$ cat config.mk
export PLATFORM = sky130hd
export DESIGN_NAME = ib_fetch_sequencer
export DESIGN_NICKNAME = d
export VERILOG_FILES = /design/src/rtl/ib_fetch_sequencer.sv
export SDC_FILE = /design/constraint.sdc
export NUM_CORES = 1
export LEC_CHECK = 0
export ABC_CLOCK_PERIOD_IN_PS = 3160
export BUFFER_PORTS_ARGS = -buffer_cell sky130_fd_sc_hd__buf_2
export CORE_MARGIN = 1
export CORE_UTILIZATION = 47
export CTS_BUF_LIST = sky130_fd_sc_hd__clkbuf_16
export CTS_CLUSTER_DIAMETER = 150
export CTS_CLUSTER_SIZE = 25
export DETAILED_ROUTE_END_ITERATION = 7
export MAX_ROUTING_LAYER = met4
export PLACE_DENSITY_LB_ADDON = 0.2
export SKIP_CTS_REPAIR_TIMING = 1
export SYNTH_ARGS = -nofsm -noshare
export SYNTH_HDL_FRONTEND = slang
export SYNTH_SLANG_ARGS = --single-unit
export TNS_END_PERCENT = 5
$ cat constraint.sdc
create_clock -name clk -period 3.16 [get_ports clk]
set_input_delay 0.158 -clock clk [delete_from_list [all_inputs] [get_ports clk]]
set_output_delay 0.158 -clock clk [all_outputs]
set_load 0.01 [all_outputs]
$ cat src/rtl/ib_fetch_sequencer.sv
// PC register and fetch control: REQ -> RESP -> VALID per instruction, one instruction every 3 cycles at best.
// Decode backpressure holds VALID with instr/instr_pc stable; define IB_FETCH_WRAP_EN to wrap at the last address instead of halting.
module ib_fetch_sequencer #(
    parameter int AWIDTH = 6,
    parameter int DWIDTH = 32
) (
    input  logic              clk,
    input  logic              rst_n,
    input  logic              start,
    input  logic              jump_en,
    input  logic [AWIDTH-1:0] jump_addr,
    output logic [AWIDTH-1:0] pc_addr,
    output logic              pc_inc,
    input  logic [AWIDTH-1:0] pc_next,
    output logic              mem_en,
    output logic [AWIDTH-1:0] mem_addr,
    input  logic [DWIDTH-1:0] mem_data,
    output logic [DWIDTH-1:0] instr,
    output logic [AWIDTH-1:0] instr_pc,
    output logic              instr_valid,
    input  logic              instr_ready,
    output logic              halted
);

    typedef enum logic [2:0] {IDLE, REQ, RESP, VALID, HALT} state_t;

    state_t            state;
    logic [AWIDTH-1:0] pc;

    assign pc_addr     = pc;
    assign mem_addr    = pc;
    assign mem_en      = (state == REQ);
    assign instr_valid = (state == VALID);

`ifdef IB_FETCH_WRAP_EN
    assign halted = 1'b0;
    assign pc_inc = (state == VALID) & instr_ready & ~jump_en;
`else
    localparam logic [AWIDTH-1:0] PC_LAST = '1;
    assign halted = (state == HALT);
    // The last address halts instead of incrementing, so no strobe there.
    assign pc_inc = (state == VALID) & instr_ready & ~jump_en & (pc != PC_LAST);
`endif

    always_ff @(posedge clk) begin
        if (!rst_n) begin
            state    <= IDLE;
            pc       <= '0;
            instr    <= '0;
            instr_pc <= '0;
        end else begin
            case (state)
                IDLE: begin
                    if (jump_en) pc <= jump_addr;
                    if (start) state <= REQ;
                end
                REQ: begin
                    if (jump_en) pc <= jump_addr;
                    state <= jump_en ? REQ : RESP;
                end
                RESP: begin
                    // A redirect here drops the returning word on the floor.
                    if (jump_en) begin
                        pc    <= jump_addr;
                        state <= REQ;
                    end else begin
                        instr    <= mem_data;
                        instr_pc <= pc;
                        state    <= VALID;
                    end
                end
                VALID: begin
                    if (instr_ready) begin
                        if (jump_en) begin
                            pc    <= jump_addr;
                            state <= REQ;
                        end else if (pc_inc) begin
                            pc    <= pc_next;
                            state <= REQ;
                        end else begin
                            state <= HALT;
                        end
                    end
                end
                HALT: begin
                    if (jump_en) begin
                        pc    <= jump_addr;
                        state <= REQ;
                    end
                end
                default: state <= IDLE;
            endcase
        end
    end

endmodule

* Word-level counts from Yosys, hierarchy flattened
Cells that the tools add are included.
** Word-level totals
- Logic and storage cells :: 37
- Register bits :: 47
- Input port bits :: 49
- Output and inout bits :: 54
** Cells by class
- Reduce and logical (&&, ||, !) cells :: 6
- Equality and inequality tests :: 10
- Muxes and demuxes :: 13
- Bitwise logic cells :: 4
** Operators with widths (count)
- 6-bit 2-to-1 mux :: 4
- 3-bit 2-to-1 mux :: 5
- 3-bit one-hot mux with 5 select lines :: 1
- 6-bit one-hot mux with 2 select lines :: 1
- 3-bit by 2-bit equality test with 1-bit output (second input constant) :: 2
- 6-bit != test (second input constant) :: 1
- 2-bit 2-to-1 mux :: 2
- 2-bit by 1-bit != test with 1-bit output (second input constant) :: 2
- 2-bit != test (second input constant) :: 2
- 4-bit AND reduction :: 1
- 4-bit OR reduction :: 1
- 1-bit AND :: 3
- 3-bit by 1-bit equality test with 1-bit output (second input constant) :: 1
- 3-bit equality test (second input constant) :: 1
- 3-bit logical NOT :: 1
- 3-bit != test (second input constant) :: 1
- 3-bit AND reduction :: 1
- 2-bit AND reduction :: 1
- 2-bit nonzero test :: 1
- 1-bit inverter :: 1

* Logic depth before layout (Yosys ltp)
Gate-level depths: netlist of run 1.
- Word-level depth :: 8
- Gate-level depth with buffers :: 6

* Worst setup path after synthesis of run 1
Ideal clock, no wire load.
- Path kind :: register to register
- Start point :: register state[1]
- End point :: register pc[0] (netlist: mem_addr[0])
- Stages on the path, launching flop included :: 7
- Clock period less this slack :: 1.404 ns
- Arrival :: 1.318 ns
- Setup slack :: 1.756 ns
- Cell sequence :: dfxtp_1 > buf_4 > nor2_1 > or3_1 > buf_2 > mux2i_1 > a211oi_1
** Between the ends
- Word-level cells in the longest chain between the ends :: 6
- Elaborated cells on any way between the ends :: 15
- Classes of those cells :: eq/ne (7); mux (1); bitwise (3); reduce/logical (4)
** Ends and longest elaborated chain
- from (decl) :: RTL line 27 : state_t state;
- from (signal assigned) :: RTL line 59 : state <= jump_en ? REQ : RESP;
- 3-bit by 2-bit equality test with 1-bit output :: RTL line 42, 52
- 1-bit AND (3 in a row) :: RTL line 42 : assign pc_inc = (state == VALID) & instr_ready & ~jump_en & (pc != PC_LAST);
- 3-bit != test (no line)
- 4-bit AND reduction (no line)
- to (signal assigned) :: RTL line 54 : if (jump_en) pc <= jump_addr;
- to (signal assigned) :: RTL line 58 : if (jump_en) pc <= jump_addr;
- to (signal assigned) :: RTL line 64 : pc <= jump_addr;
- to (decl) :: RTL line 28 : logic [AWIDTH-1:0] pc;
Several ways; a longest one is shown, not always the timed one.
A chain may end at the register's enable or synchronous reset.

* Final worst setup path of run 1
- Start point :: register state[1]
- End point :: output port pc_inc
** Between the ends
- Word-level cells in the longest chain between the ends :: 4
** Ends and longest elaborated chain
- 3-bit by 2-bit equality test with 1-bit output :: RTL line 42
- 1-bit AND (3 in a row) :: RTL line 42
- to (decl) :: RTL line 13 : output logic pc_inc,
Every way passes these cells.

==> results of run 1 <==
state kept, by name, summed over array words and instances (netlist names):
signal	flops
instr	32
mem_addr	6
state	3
instr_pc	6
through the flow:
step | total power, mW | setup WS (ns) | std cells | hold slack, ns | utilization, %
floorplan | 0.701 | 1.76 | 234 | 0.234 | -
global placement | 0.752 | 1.59 | 364 | 0.398 | 63.1
detailed placement | 0.753 | 1.52 | 364 | 0.405 | 63.1
CTS | 1.24 | 1.33 | 372 | 0.106 | 66.9
global route | 1.28 | 1.20 | 372 | 0.115 | 66.9
finish | 1.23 | 1.32 | 372 | 0.112 | 66.9
power breakdown:
group          leakage [nW]  total, mW  internal [mW]  switching, mW
Combinational         0.721      0.113         0.0542         0.0592
Sequential            0.381      0.625          0.608         0.0173
Clock                0.0726      0.487          0.288          0.199
Total                  1.17       1.23          0.951          0.275
worst register-to-register path: cells and delay by family (launching register included):
| family | cells | cell delay, ns |
|---|---|---|
| compound gates | 2 | 0.39 |
| flops | 1 | 0.52 |
| mux | 1 | 0.18 |
| simple gates | 1 | 0.50 |
cell families after synthesis:
group                  after synthesis  synth area share (%)
AND/OR/NAND/NOR                     95                  21.2
buffers and inverters               25                  6.96
multiplexers                         6                  3.18
AO/OA/AOI/OAI                       61                  18.8
flip-flops                          47                  49.8
how the worst max path moves through the flow:
stage,start,endpoint,slack [ns],depth (start not counted)
after floorplan,state[1],mem_addr[0],1.76,6
after global placement,state[2],mem_addr[4],1.59,4
after detailed placement,state[2],mem_addr[5],1.52,4
after CTS,state[1],pc_inc,1.33,4
after global routing,state[0],pc_inc,1.20,4
final,state[1],pc_inc,1.32,4
cell usage in the layout (no fill, tap or decap):
cell                        synthesis  final
sky130_fd_sc_hd__o21ai_0            1      1
sky130_fd_sc_hd__o21ai_1            1      1
sky130_fd_sc_hd__a21oi_1           41     41
sky130_fd_sc_hd__nand4b_1           1      1
sky130_fd_sc_hd__nor3_2             0      1
sky130_fd_sc_hd__nand2_1           76     76
sky130_fd_sc_hd__nand2b_1           1      1
sky130_fd_sc_hd__clkinv_4           0      1
sky130_fd_sc_hd__buf_4              7      3
sky130_fd_sc_hd__nor3_1             3      2
sky130_fd_sc_hd__nor3b_1            3      3
sky130_fd_sc_hd__inv_1              2      3
sky130_fd_sc_hd__clkinv_1           0      1
sky130_fd_sc_hd__nor2b_1            2      2
sky130_fd_sc_hd__mux2i_1            6      6
sky130_fd_sc_hd__and3b_1            1      1
sky130_fd_sc_hd__a21boi_1           1      1
sky130_fd_sc_hd__and4_1             1      1
sky130_fd_sc_hd__a31oi_2            1      1
sky130_fd_sc_hd__dfxtp_1           47     47
sky130_fd_sc_hd__buf_2              9    102
sky130_fd_sc_hd__clkbuf_16          0      5
sky130_fd_sc_hd__a211oi_1          13     13
sky130_fd_sc_hd__nand3_1            1      1
sky130_fd_sc_hd__o21bai_1           2      2
sky130_fd_sc_hd__a21o_1             1      1
sky130_fd_sc_hd__nor2_1             4      4
sky130_fd_sc_hd__or3_1              2      2
cell type report:
class	instances	area (um2)	area share, %
Tap cell	48	60.1	2.40
Timing Repair Buffer	105	533	21.3
Multi-Input combinational cell	162	821	32.8
Inverter	2	7.51	0.300
Sequential cell	47	941	37.6
Clock buffer	5	125	5.00
Clock inverter	3	16.3	0.650
metal layers:
| layer | routed length, um | track usage, % |
|---|---|---|
| met2 | 2080 | 34.0 |
| met5 | 0 | - |
| met1 | 1840 | 24.6 |
| met3 | 287 | 4.86 |
| met4 | 38 | 7.61 |
==> reports/results.txt, run 1 <==
The endpoint of the most critical register-to-register path is mem_addr[5]. The worst-case register-to-register setup slack is 1.48 ns, and the maximum fanout along the worst path is 12. By instance count, the leading cell after synthesis is sky130_fd_sc_hd__nand2_1. The path with the worst hold slack has its endpoint at instr[16]. The number of synthesized flops with an enable pin is 0. The worst setup path is captured at an output port. Cells with a size suffix above 1 make up 34.9% of the layout. The maximum clock insertion buffer count was 2. Dividing the synthesized area by the synthesized cell count gives 8.07 um2.

The tools report the register area share after synthesis as 49.8%. For this block, the routed nets add up to 4250 um of wire. The tree is rooted in a sky130_fd_sc_hd__clkbuf_16. The run gives 4270 um2 as the full die area.

After detailed placement, the total cell area comes to 2360 um2. Top cell type by total area after synthesis: sky130_fd_sc_hd__dfxtp_1. After synthesis, the netlist uses 25 different library cells. For the post-layout instance area, the log shows 2500 um2. Walking the worst path, the cells encountered are nand4b_1, a31oi_2, nor2b_1, buf_2. The tools report the post-synth design cell area as 1890 um2. The worst setup path is of the flop to output port kind.

TritonCTS built the clock tree. The tools report the CTS H-tree depth as 2. Pin placement for this block handled 103 I/O pins. Critical path's largest stage delay: 0.52 ns. Number of buffers and inverters on the critical path: 1.

The number of I/O port buffers works out to 102. For the total negative setup slack, the log shows 0 ns. The run gives 0 as the initial antenna violation count. The first global-routing pass estimated 6660 um of wire. In this run the remaining antenna-violating nets after routing total 0. The detailed router placed 1845 vias in this run. After floorplanning, the core was divided into 22 placement rows. Data on the critical path is required at its endpoint by 3.00 ns. The run gives 39 as the maximum number of pins on one net before global-route repair. Highest clock frequency the design can meet: 545 MHz.

The first detailed-routing pass ran for 4 iterations. By count the netlist is led by sky130_fd_sc_hd__nand2_1, sky130_fd_sc_hd__dfxtp_1, sky130_fd_sc_hd__a21oi_1, sky130_fd_sc_hd__a211oi_1, sky130_fd_sc_hd__buf_2. The tightest min-delay check is of the input port to flop type. After layout, the worst path uses 58.1% of the clock period. Relative to the synthesized area, the layout overhead comes to 32.6%. The critical-path cell with the highest stage delay was sky130_fd_sc_hd__dfxtp_1. Across the routed clock network, the largest skew measured is 0.00309 ns.

The tools report the startpoint of the worst-slack reg-to-reg timing path as state[2]. After filler insertion, the fill cell instance count of the layout stands at 337. For this configuration, the core starts out at a cell density of 50.4%. Measured along the x axis, the die boundary spans 65.4 um. The congestion estimate from routability-driven global placement came to 0.875.

Power spread over the standard cell area amounts to 490 nW/um2. In this run the static leakage power is 1.17 nW. Dividing the detail-routed wire length by the instance count gives 11.4 um. The run finished with clean final reports. For the worst flop-to-flop path, the logic depth is 4.

The tools report the endpoint arrival time on the critical path as 1.68 ns. STA classifies the critical path startpoint as a flop. The detailed router finished its first iteration with 102 violations. The run gives 5 as the number of buffers inserted during clock tree synthesis. After synthesis, the cell types taking the most area are sky130_fd_sc_hd__dfxtp_1, sky130_fd_sc_hd__nand2_1, sky130_fd_sc_hd__a21oi_1. The flip-flop and latch count after synthesis is 47.

The area of the core was 3740 um2; the share of flip-flops with an asynchronous set or reset was 0%. Synthesis produced 234 cells. The run gives 0 as the max capacitance violation total. Clock-pin slew of the registers on the worst-case setup and hold paths: 0.06 ns. The cell type group with the largest total delay on the critical path was flip-flops.

For the pin with the worst max-slew slack, the measured transition is 0.748 ns. The clock drives 47 sinks. The DRC violation count after routing came out at 0.

The antenna diode count was 0. Dividing the detail-routed via count by the number of cells gives 4.96. The logs give 1527 for the via count of the first global-routing pass and 0.324 mV for the worst ir drop on vdd. For this run the aggregate overflow at the end of global routing stands at 0. Worst hold path stage count: 3.

The die is 65.4 um tall. Startpoint of the lowest-slack hold path: mem_data[16]. Setup violations remaining at the end of the flow were counted as 0. The max-slew violation count was 0.

The worst path needs 1.84 ns of the cycle, external delays included. Setup repair after global routing left no endpoint under its margin. For this run, the number of Yosys warnings is 0. The synthesized net count was 283. In this run the tightest slew margin relative to its limit is 50.1%. In the synthesized netlist the dominant register cell turns out to be sky130_fd_sc_hd__dfxtp_1.

The net count of the finished layout is 372. The later-pin clock latency in the skew report was 0.28 ns; the number of hold violations in the final report was 0. The detailed placement HPWL came out at 2950 um. Global routing used 20.7% of the available tracks across all layers.

The top-area cell type share of the netlist area was 49.8%.
(Power assumes the default switching activity.)
==> run 2, diff against run 1 <==
- ABC_CLOCK_PERIOD_IN_PS: 3160 -> 1600
- CORE_UTILIZATION: 47 -> 40
- clock period: 3.16 -> 1.6 ns (I/O delays scaled with it)
==> reports/results.txt, run 2 (synthesis results as in run 1) <==
The run finished, with violations left. The proportion of power drawn by combinational gates was 9.6%. Once detail routing completed, the nets flagged for antenna violations numbered 0. The share of total power dissipated in the clock network is 42.9%.

The final critical-path share of the clock period was 95.4%. The tree is rooted in a sky130_fd_sc_hd__clkbuf_16. The max-slew headroom at the worst pin is 69.3%, and the static power due to leakage is 1.25 nW. Dividing the detail-routed wire length by the instance count gives 11.6 um. In the final design database the tool counted 382 nets. The run gives 2.05 mW as the cell-internal power.

TritonCTS built the clock tree. The tools report the worst ir drop on vdd as 0.489 mV. The checks that failed: design-rule violations. Detail-routed via count per cell: 4.79. The run gives 1846 as the total number of vias. STA puts the critical path data required time at 1.52 ns. In this run the power spent charging and discharging nets is 546 uW. Between clock sinks in the finished design, the worst skew comes to 0.00318 ns. Leaving out fill and tap cells, the most frequent cells in the layout are sky130_fd_sc_hd__buf_2, sky130_fd_sc_hd__nand2_1, sky130_fd_sc_hd__dfxtp_1.

In this run the worst path has a maximum fanout of 5. The number of hold violations in the final report is 0. The layout cell share with drive strength beyond 1 works out to 37.8%. The width of the chip came out at 70.7 um. For this run, the top clock speed supported by timing is 655 MHz. The H-tree was split into 2 levels. The run gives 16 as the DRC violation count after routing. More flip-flops sit in one register than any other, and that register is instr. Startpoint-to-endpoint class of the critical path: flop to output port. Power spread over the standard cell area amounts to 979 nW/um2.

Across the run, the number of max-cap violations was 0. The die is 70.7 um tall. The setup slack after layout is 0.0736 ns, and the initial antenna violation count is 0.

The run gives 120 as the DRC violation total after the first TritonRoute iteration. The max-slew violation count was 0. The detailed placement HPWL is 3050 um, and the full die area is 5000 um2. The worst min-delay path category is input port to flop.

The via count of the first global-routing pass came out at 1687. Final weighted congestion in routability-driven placement: 0.845. The wire length of the first global-routing pass is 7560 um. The number of placement rows is 24, and the starting density of the core is 42.5%. After detailed placement, the total cell area comes to 2450 um2.

The design draws 2.59 mW. For the worst-skew pair, the clock arrives at the later sink with an insertion delay of 0.28 ns. Counting the buffers created by CTS gives 5. Setup violations remaining at the end of the flow were counted as 0. After detailed routing, the total wire length is 4450 um. The kind of start point of the critical path is a flop. For this design, the sink count on the clock tree is 47.

Global routing consumed, over all layers together, 19.4% of the routing resources. First-pass detailed-route iteration total: 6. Hold timing on the final database bottoms out at a slack of 0.0354 ns. In this run the deepest clock path goes through 2 buffers.

Data arrives at the worst endpoint at 1.45 ns. The core region is 4440 um2. The number of I/O port buffers is 102.

The time the worst path needs with I/O delays and setup was 1.53 ns. In this run switching power makes up 21.1% of total power. At the placement stage, the worst setup path has a slack of 0.0819 ns. Antenna diode count: 0. The signed area change from the synthesized netlist to the final layout came out at 40.2%. For the pin with the worst max-slew slack, the measured transition is 0.459 ns. The number of flip-flops in the largest register came out at 32. For the maximum number of pins on one net before global-route repair, the log shows 48. For this run the aggregate overflow at the end of global routing stands at 0. Clock-pin slew was measured on the worst setup and hold paths at 0.06 ns. The share of total power dissipated in sequential elements is 47.5%.

The tools report the top-level port count as 103. The library cell used most frequently in the layout, excluding fill and tap cells, is sky130_fd_sc_hd__buf_2. Endpoint type of the worst setup path: an output port.

The run gives 2650 um2 as the post-layout instance area.
## run 2: cell count changes in the layout (fill, tap and decap cells not counted), sizes merged
cell / change
clkinv: -2
bufinv: +1
buf: +10
## run 2: layer usage
metal / up-vias / track usage (%) / wire length [um]
li1: 980 / - / -
met1: 804 / 23.7 / 2110
met2: 60 / 32.1 / 2040
met3: 2 / 4.70 / 281
met4: 0 / 5.33 / 22
met5: - / - / 0
## run 2: worst paths after layout
path,startpoint,to,slack [ns],cells after the start
min,mem_data[0],instr[0],0.04,3
max,mem_addr[4],pc_inc,0.07,5
min reg2reg,instr[26],instr[26],0.45,2
max reg2reg,state[1],mem_addr[1],0.13,4
## run 2: worst max-delay path: stages (launching register included)
cell and delay (ns):
sky130_fd_sc_hd__dfxtp_1 0.35, sky130_fd_sc_hd__and4_1 0.23, sky130_fd_sc_hd__a31oi_2 0.21, sky130_fd_sc_hd__buf_6 0.13, sky130_fd_sc_hd__nor2b_1 0.11, sky130_fd_sc_hd__buf_2 0.14
## run 2: cell type report
type                    instances  area (um2)
repair buffers                115         649
clock inverters                 2        33.8
fillers                       425        1800
inverters                       2        7.51
flip-flops and latches         47         945
well taps                      52        65.1
multi-input cells             162         821
clock buffers                   5         125
## run 2: stage by stage
step,setup TNS (ns),instances,util [%]
after global placement,0,374,55.1
after detailed placement,0,374,55.1
final,0,385,59.5
after floorplan,0,234,-
after global routing,-0.00295,385,59.5
after CTS,-0.0152,381,58.7
## run 2: power by group through the flow
stage	clock network, mW	registers [mW]	logic (mW)
2_1_floorplan	0	1.26	0.123
3_3_place_gp	0	1.25	0.247
3_5_place_dp	0	1.26	0.247
4_1_cts	1.16	1.23	0.248
5_1_grt	1.19	1.23	0.276
6_report	1.11	1.23	0.248
